==> src/rtl/preamble_stf_gen.sv <==
// Purpose: generates one 802.11 L-STF burst of 16*N I/Q samples from an internal 16-entry table.
// Latency: first sample is valid the cycle after start is accepted in IDLE; one sample per handshake.
// Backpressure: out_ready low stalls the burst; all outputs are registered and hold while stalled.
module preamble_stf_gen #(
  parameter int IQ_WIDTH    = 16,
  parameter int DEFAULT_REP = 10
) (
  input  logic                clk,
  input  logic                reset,
  input  logic                start,
  input  logic [3:0]          num_rep,
  input  logic                win_en,
  output logic [IQ_WIDTH-1:0] out_i,
  output logic [IQ_WIDTH-1:0] out_q,
  output logic                out_valid,
  input  logic                out_ready,
  output logic                out_last,
  output logic                busy,
  output logic                done
);

  localparam int         SHIFT   = 16 - IQ_WIDTH;
  localparam logic [3:0] DEF_REP = 4'(DEFAULT_REP);

  typedef enum logic [1:0] {
    IDLE = 2'd0,
    RUN  = 2'd1,
    DONE = 2'd2
  } state_t;

  state_t              state, state_nxt;
  logic [3:0]          idx, idx_nxt;
  logic [3:0]          per, per_nxt;
  logic [3:0]          rep_q, rep_nxt;
  logic                win_q, win_nxt;
  logic [IQ_WIDTH-1:0] i_nxt, q_nxt;
  logic                valid_nxt, last_nxt, busy_nxt, done_nxt;
  logic                hs;
  logic [3:0]          eff_rep;
  logic [3:0]          adv_idx, adv_per;
  logic                adv_last;
  logic [31:0]         adv_entry, first_entry;

  // The table only has 8 distinct entries; indices 8..15 repeat 0..7.
  function automatic logic [31:0] stf_entry(input logic [2:0] k);
    case (k)
      3'd0:    stf_entry = {16'hfd0e, 16'hfd0e};
      3'd1:    stf_entry = {16'hfbd6, 16'h0000};
      3'd2:    stf_entry = {16'hfd0e, 16'h02f2};
      3'd3:    stf_entry = {16'h0000, 16'h042a};
      3'd4:    stf_entry = {16'h02f2, 16'h02f2};
      3'd5:    stf_entry = {16'h042a, 16'h0000};
      3'd6:    stf_entry = {16'h02f2, 16'hfd0e};
      default: stf_entry = {16'h0000, 16'hfbd6};
    endcase
  endfunction

  // Floor scaling to the output width, with an optional extra halving for the window edges.
  function automatic logic [IQ_WIDTH-1:0] scale(input logic [15:0] v, input logic half);
    logic signed [15:0] s;
    s = $signed(v) >>> SHIFT;
    if (half) begin
      s = s >>> 1;
    end
    scale = s[IQ_WIDTH-1:0];
  endfunction

  assign hs          = out_valid & out_ready;
  assign eff_rep     = (rep_q == 4'd0) ? DEF_REP : rep_q;
  assign adv_idx     = idx + 4'd1;
  assign adv_per     = (idx == 4'hf) ? per + 4'd1 : per;
  assign adv_last    = (adv_idx == 4'hf) && (adv_per == eff_rep - 4'd1);
  assign adv_entry   = stf_entry(adv_idx[2:0]);
  assign first_entry = stf_entry(3'd0);

  // State register.
  always_ff @(posedge clk or posedge reset) begin
    if (reset) begin
      state <= IDLE;
    end else begin
      state <= state_nxt;
    end
  end

  // Next-state logic: start only matters in IDLE; a burst ends on the handshake of its last beat.
  always_comb begin
    state_nxt = state;
    case (state)
      IDLE:    if (start) state_nxt = RUN;
      RUN:     if (hs && out_last) state_nxt = DONE;
      DONE:    state_nxt = IDLE;
      default: state_nxt = IDLE;
    endcase
  end

  // Output/datapath next values: pre-compute the sample the registers will present next.
  always_comb begin
    idx_nxt   = idx;
    per_nxt   = per;
    rep_nxt   = rep_q;
    win_nxt   = win_q;
    i_nxt     = out_i;
    q_nxt     = out_q;
    valid_nxt = out_valid;
    last_nxt  = out_last;
    case (state)
      IDLE: begin
        valid_nxt = 1'b0;
        last_nxt  = 1'b0;
        if (start) begin
          rep_nxt   = num_rep;
          win_nxt   = win_en;
          idx_nxt   = 4'd0;
          per_nxt   = 4'd0;
          i_nxt     = scale(first_entry[31:16], win_en);
          q_nxt     = scale(first_entry[15:0], win_en);
          valid_nxt = 1'b1;
          last_nxt  = 1'b0;
        end
      end
      RUN: begin
        if (hs) begin
          if (out_last) begin
            idx_nxt   = 4'd0;
            per_nxt   = 4'd0;
            valid_nxt = 1'b0;
            last_nxt  = 1'b0;
          end else begin
            idx_nxt   = adv_idx;
            per_nxt   = adv_per;
            i_nxt     = scale(adv_entry[31:16], win_q & adv_last);
            q_nxt     = scale(adv_entry[15:0], win_q & adv_last);
            valid_nxt = 1'b1;
            last_nxt  = adv_last;
          end
        end
      end
      default: begin
        idx_nxt   = 4'd0;
        per_nxt   = 4'd0;
        valid_nxt = 1'b0;
        last_nxt  = 1'b0;
      end
    endcase
    busy_nxt = (state_nxt != IDLE);
    done_nxt = (state_nxt == DONE);
  end

  // Datapath and output registers; reset clears everything including the latched burst settings.
  always_ff @(posedge clk or posedge reset) begin
    if (reset) begin
      idx       <= 4'd0;
      per       <= 4'd0;
      rep_q     <= 4'd0;
      win_q     <= 1'b0;
      out_i     <= '0;
      out_q     <= '0;
      out_valid <= 1'b0;
      out_last  <= 1'b0;
      busy      <= 1'b0;
      done      <= 1'b0;
    end else begin
      idx       <= idx_nxt;
      per       <= per_nxt;
      rep_q     <= rep_nxt;
      win_q     <= win_nxt;
      out_i     <= i_nxt;
      out_q     <= q_nxt;
      out_valid <= valid_nxt;
      out_last  <= last_nxt;
      busy      <= busy_nxt;
      done      <= done_nxt;
    end
  end

endmodule

==> config.mk <==
export PLATFORM = sky130hd
export DESIGN_NAME = preamble_stf_gen
export DESIGN_NICKNAME = d
export VERILOG_FILES = /design/src/rtl/preamble_stf_gen.sv
export SDC_FILE = /design/constraint.sdc
export NUM_CORES = 1
export LEC_CHECK = 0
export BUFFER_PORTS_ARGS = -buffer_cell sky130_fd_sc_hd__buf_2
export CAP_MARGIN = 30
export CORE_MARGIN = 3
export CORE_UTILIZATION = 40
export DETAILED_ROUTE_END_ITERATION = 10
export PLACE_DENSITY = 0.72
export SYNTH_ARGS = -nofsm -noshare
export SYNTH_HDL_FRONTEND = slang
export SYNTH_SLANG_ARGS = --single-unit
==> constraint.sdc <==
create_clock -name clk -period 5 [get_ports clk]
set_input_delay 0.25 -clock clk [delete_from_list [all_inputs] [get_ports clk]]
set_output_delay 0.25 -clock clk [all_outputs]
set_load 0.02 [all_outputs]
==> results of run 1 <==
==> placed cells by master, fill, tap and decap left out, drive strengths merged, types with 6 or more instances in the layout <==
| cell type | Yosys | final |
|---|---|---|
| o21ai | 16 | 16 |
| nand3 | 8 | 8 |
| inv | 7 | 7 |
| nor2b | 7 | 7 |
| nand2 | 33 | 33 |
| clkbuf | 7 | 7 |
| nor2 | 22 | 22 |
| buf | 11 | 48 |
| ha | 10 | 10 |
| dfrtp | 43 | 43 |
| nor3 | 7 | 7 |
| a21oi | 6 | 6 |
==> cell type report <==
class | count | area share (%)
sequential | 43 | 39.4
clock buffer | 7 | 3.53
timing repair buffer | 48 | 9.07
inverter | 7 | 0.962
multi-input combinational | 176 | 43.5
tap | 72 | 3.30
clock inverter | 1 | 0.275
==> metal layers <==
layer	vias up	GRT usage [%]	routed length, microns
li1	938	-	-
met1	943	22.0	2410
met2	57	23.3	2440
met3	6	4.94	336
met4	0	4.53	68
met5	-	0	0
==> cells by family after synthesis <==
| family | share of synthesized area, % |
|---|---|
| DFF | 44.7 |
| and+or+nand+nor | 20.2 |
| adders and majority gates | 5.20 |
| muxes | 1.87 |
| buffers and inverters | 5.98 |
| AOI/OAI and AO/OA | 19.3 |
| xor gates and xnor gates | 2.75 |
==> metrics by stage <==
stage          hold WS [ps]  setup WS [ps]  power (uW)  cells  cell area [sq um]
2_1_floorplan           367           2500        1260    244               2410
3_3_place_gp            416           2390        1450    345               2620
3_5_place_dp            423           2280        1470    346               2630
4_1_cts                91.7           2260        1720    354               2730
5_1_grt                 126           2070        1840    354               2730
6_report               70.1           2260        1710    354               2730
==> critical path: cells and delay by family, from the launching register on <==
family / cells / cell delay (ps)
simple gates: 5 / 1210
compound gates: 1 / 210
flops: 1 / 470
fa+ha+maj: 2 / 750
==> synthesized netlist by cell type, types with 2 or more instances <==
cell type  instances  area (sq um)
a211o_1            4          35.0
a211oi_1           3          22.5
a21o_1             5          37.5
a21oi_1            6          30.0
a221o_1            4          40.0
a22o_1             2          17.5
a311oi_1           2          17.5
a31o_1             2          17.5
a32o_1             2          20.0
and2_1             3          18.8
and3_1             4          25.0
buf_4              8          60.1
clkbuf_1           7          26.3
dfrtp_1           43          1080
ha_1              10           125
inv_1              7          26.3
mux2_2             4          45.0
nand2_1           31           116
nand2_2            2          12.5
nand3_1            6          30.0
nand3b_1           2          15.0
nand4_1            2          12.5
nor2_1            21          78.8
nor2b_1            7          43.8
nor3_1             7          35.0
nor3b_1            2          15.0
o21a_1             2          15.0
o21ai_0           13          65.1
o21ai_1            3          15.0
o22a_1             2          17.5
o31ai_1            4          30.0
or2_2              2          12.5
xnor2_1            3          26.3
xor2_1             2          17.5
==> worst min path at each step <==
stage,startpoint,endpoint,slack [ps],depth (start not counted)
3_5_place_dp,reset,out_q[6]$_DFFE_PP0P_,420,3
6_report,reset,rep_q[3]$_DFFE_PP0P_,70,3
4_1_cts,reset,per[1]$_DFFE_PP0P_,90,3
5_1_grt,reset,out_q[6]$_DFFE_PP0P_,130,3
3_3_place_gp,reset,rep_q[3]$_DFFE_PP0P_,420,3
2_1_floorplan,num_rep[0],rep_q[0]$_DFFE_PP0P_,370,2
==> power breakdown <==
part	internal (uW)	switching, uW
sequential	470	93.9
combinational	353	546
clock	126	119
total	948	758
==> sequential cells by signal (all words and copies together) (netlist names) <==
| register | cells |
|---|---|
| done | 1 |
| per | 4 |
| out_i | 12 |
| state | 2 |
| out_q | 12 |
| busy | 1 |
| idx | 4 |
| out_last | 1 |
| win_q | 1 |
| rep_q | 4 |
| out_valid | 1 |
==> metrics.cfg, run 1 <==
[die]
dieArea_sq_um=6980
die_h_microns=83.6
io-pin-count=45
die_w_microns=83.6
start_util_pct=42.4
num_rows=27
core-area_sq_um=5680

[critical_path]
rr_endpoint=out_i[1]$_DFFE_PP0P_
cp_common_cell=ha_1
reg2reg_depth=8
ff2ff_setup_slack_ps=2260
startpoint=idx[0]$_DFFE_PP0P_
regToRegStartpoint=idx[0]$_DFFE_PP0P_
start_kind=register
cp-endpoint=out_i[1]$_DFFE_PP0P_
critPathCaptureType=register
worstPathCellList=ha_1 > ha_1 > nand3b_1 > or4_4 > nand3_2 > nand3_4 > and3_1 > o31ai_1
cpPeakStageDelay_ps=470
worstPathMaxFanout=16
cp_slowest_cell=dfrtp_1
worstPathRequired_ps=5210
crit_arrival_ps=2940
worstSetupPathType=register to register

[place]
dp_hpwl_microns=3930
gp_congestion=0.887
port_buffers=44

[global_route]
grt_use_total_pct=15.7
grt-ovfl-total=0
grt_start_max_net_pins=44
antenna_found_initial=0
grt_first_pass_wirelength_microns=8880
grt_pass1_vias=1794

[cells_and_area]
synthToLayoutAreaGrowth_pct=13.5
fin_nets=300
multi_input_area_sq_um=1190
fin_util_pct=48.1
drive_above_1_share_pct=25.9
antennaDiodeCount=0
regArea_sq_um=1080
fillCellCount=551

[logic_synthesis]
netlist_area_sq_um=2410
async_flop_share_pct=100
synth.distinct_cells=51
ys.flop_type=dfrtp_1
yosys_warnings=0
synth_nets=263
synth_edf_count=0
avgSynthCellArea_sq_um=9.87
synth-seq-area-share_pct=44.7
ys_ff_latch=43
netlist_instances=244

[flow_run]
drv_cap=0

[timing]
finalSetupViolations=0
fin_crit_sh_pct=54.8
clock_skew_ps=6.91
rsz0062_at_grt=no
max_slew_margin_pct=35.1
tightest_slew_ps=968
min_period_ps=2740
final-hold-violation-count=0
setup_tns_ps=0
slew_violations=0
fmax_mhz=365

[hold_path]
min_path_type=primary input to async pin

[clocking]
clkTransAtPathRegs_ps=80
htreeDepth=2
numCtsBuffers=5
hold_buffers=0
post-cts-setup-buffers=0
cts_tree=built
cts_num_sinks=43
cts.path.max_buffers=2
root_buffer=clkbuf_8
clock_latency_ps=300
ctsResizeCount=0

[route]
via_per_inst=5.49
num_vias=1944
antenna_left=0
drc=0
first_iter_violations=193
wl_microns=5260
firstDrtPassIters=4
drt-wirelength-per-cell_microns=14.8

[pwr]
vdd_drop_max_uv=296
powerDensity_nw_per_um2=625
leakagePower_uw=0.00132

[status]
status=finished, final reports clean

No activity file was read; power rests on OpenSTA's default activity.
==> inputs of run 2 (changes only) <==
- PLACE_DENSITY: 0.72 -> 0.74
- clock period: 5 -> 2.4 ns (I/O delays scaled with it)
==> metrics.cfg, run 2 (synthesized netlist as in run 1, its figures left out) <==
[place]
gp_congestion=0.887
placedInstanceArea_sq_um=2750
pre_cts_slack_ps=16.8
dp_hpwl_microns=4000
port_buffers=44

[timing]
max_slew_margin_pct=59.9
finalSetupViolations=0
fin_crit_sh_pct=97.1
final-hold-violation-count=0
worst_slack_ps=70.2
slew_violations=0
tightest_slew_ps=601
min_period_ps=2330
hold_ws_ps=25.2
fmax_mhz=429
clock_skew_ps=8.31

[cells_and_area]
reg.largest.list=out_i x12, out_q x12
synthToLayoutAreaGrowth_pct=24.0
final_common_cell=buf_2
fin_util_pct=52.6
fin_area_sq_um=2990
antennaDiodeCount=0
fin_nets=326
drive_above_1_share_pct=34.9
layout_common_cells=44 x buf_2, 43 x dfrtp_1, 31 x nand2_1

[pwr]
finalPower_uw=3830
powerDensity_nw_per_um2=1280
leakagePower_uw=0.00144
vdd_drop_max_uv=695

[clocking]
cts_tree=built
cts.path.max_buffers=2
htreeDepth=2
cts_num_sinks=43
clock_latency_ps=300
root_buffer=clkbuf_8
numCtsBuffers=5
clkTransAtPathRegs_ps=80

[global_route]
grt_pass1_vias=1922
grt_use_total_pct=16.0
antenna_found_initial=0
grt_start_max_net_pins=44
grt_first_pass_wirelength_microns=9160
grt-ovfl-total=0

[flow_run]
drv_cap=0

[critical_path]
worstPathCellList=ha_2 > ha_4 > nand3b_1 > or4_4 > nand3_4 > and3_4 > nand2_2 > a32o_2
worstPathRequired_ps=2590
start_kind=register
crit_arrival_ps=2520
cp_slowest_cell=or4_4
worstPathMaxFanout=6
cpPeakStageDelay_ps=500
worstSetupPathType=register to register
critPathCaptureType=register

[route]
num_vias=2048
via_per_inst=5.40
drt-wirelength-per-cell_microns=14.6
firstDrtPassIters=4
drc=0
wl_microns=5520
first_iter_violations=121
antenna_left=0

[die]
io-pin-count=45
start_util_pct=42.4
num_rows=27
die_w_microns=83.6
die_h_microns=83.6
dieArea_sq_um=6980
core-area_sq_um=5680

[status]
status=finished, final reports clean

[hold_path]
min_path_type=primary input to register

-- run 2: cell types whose count changed in the layout (fill, tap and decap cells not counted), moves of 2 or more --
cell,delta
a21oi_1,-2
buf_4,+23
nand3_4,+2
o21ai_0,-2
ha_1,-2
a21oi_2,+2
-- run 2: stage by stage --
| step | instances | setup TNS [ps] |
|---|---|---|
| floorplan | 244 | 0 |
| global placement | 361 | 0 |
| detailed placement | 361 | 0 |
| CTS | 369 | 0 |
| global route | 379 | -45.6 |
| finish | 379 | 0 |
-- run 2: final timing paths --
path / from / to / slack, ps / cells after the start
worst max-delay path: idx[0]$_DFFE_PP0P_ / out_q[9]$_DFFE_PP0P_ / 70 / 8
worst min-delay path: num_rep[0] / rep_q[0]$_DFFE_PP0P_ / 30 / 3
worst max register to register: idx[0]$_DFFE_PP0P_ / out_q[9]$_DFFE_PP0P_ / 70 / 8
worst min register to register: out_q[6]$_DFFE_PP0P_ / out_q[6]$_DFFE_PP0P_ / 480 / 2
max in group asynchronous: reset / state[1]$_DFF_PP0_ / 1540 / 4
min in group asynchronous: reset / out_q[6]$_DFFE_PP0P_ / 490 / 4
-- run 2: what timing repair did --
| action | 4_1_cts | 5_1_grt |
|---|---|---|
| gates resized for setup | 0 | 14 |
| endpoints found under the setup margin | 0 | 20 |
| setup buffers | 0 | 8 |
| hold buffers | 1 | 0 |
| hold endpoints to repair | 43 | 0 |
-- run 2: where the power goes --
part	leakage, uW	switching [uW]	total, uW	internal [uW]
clock network	0.0000470	235	461	226
logic	0.000857	1270	2230	959
registers	0.000538	165	1140	980
total	0.00144	1670	3830	2160
-- run 2: per-layer routing --
metal	GRT usage, %	vias up	wire length (microns)
li1	-	994	-
met1	22.0	989	2580
met2	24.7	57	2540
met3	3.26	8	313
met4	5.99	0	85
met5	0	-	0
-- run 2: critical path: cells and delay by family, from the launching register on --
family	cells	cell delay [ps]
simple gates	5	1100
fa+ha+maj	2	440
compound gates	1	270
flops	1	420
-- run 2: cell type report --
type / count / area (sq um)
clock inverters: 1 / 5.00
multi-input cells: 178 / 1270
repair buffers: 72 / 437
well taps: 72 / 90.1
clock buffers: 6 / 82.6
fillers: 544 / 2690
flip-flops and latches: 43 / 1080
inverters: 7 / 26.3
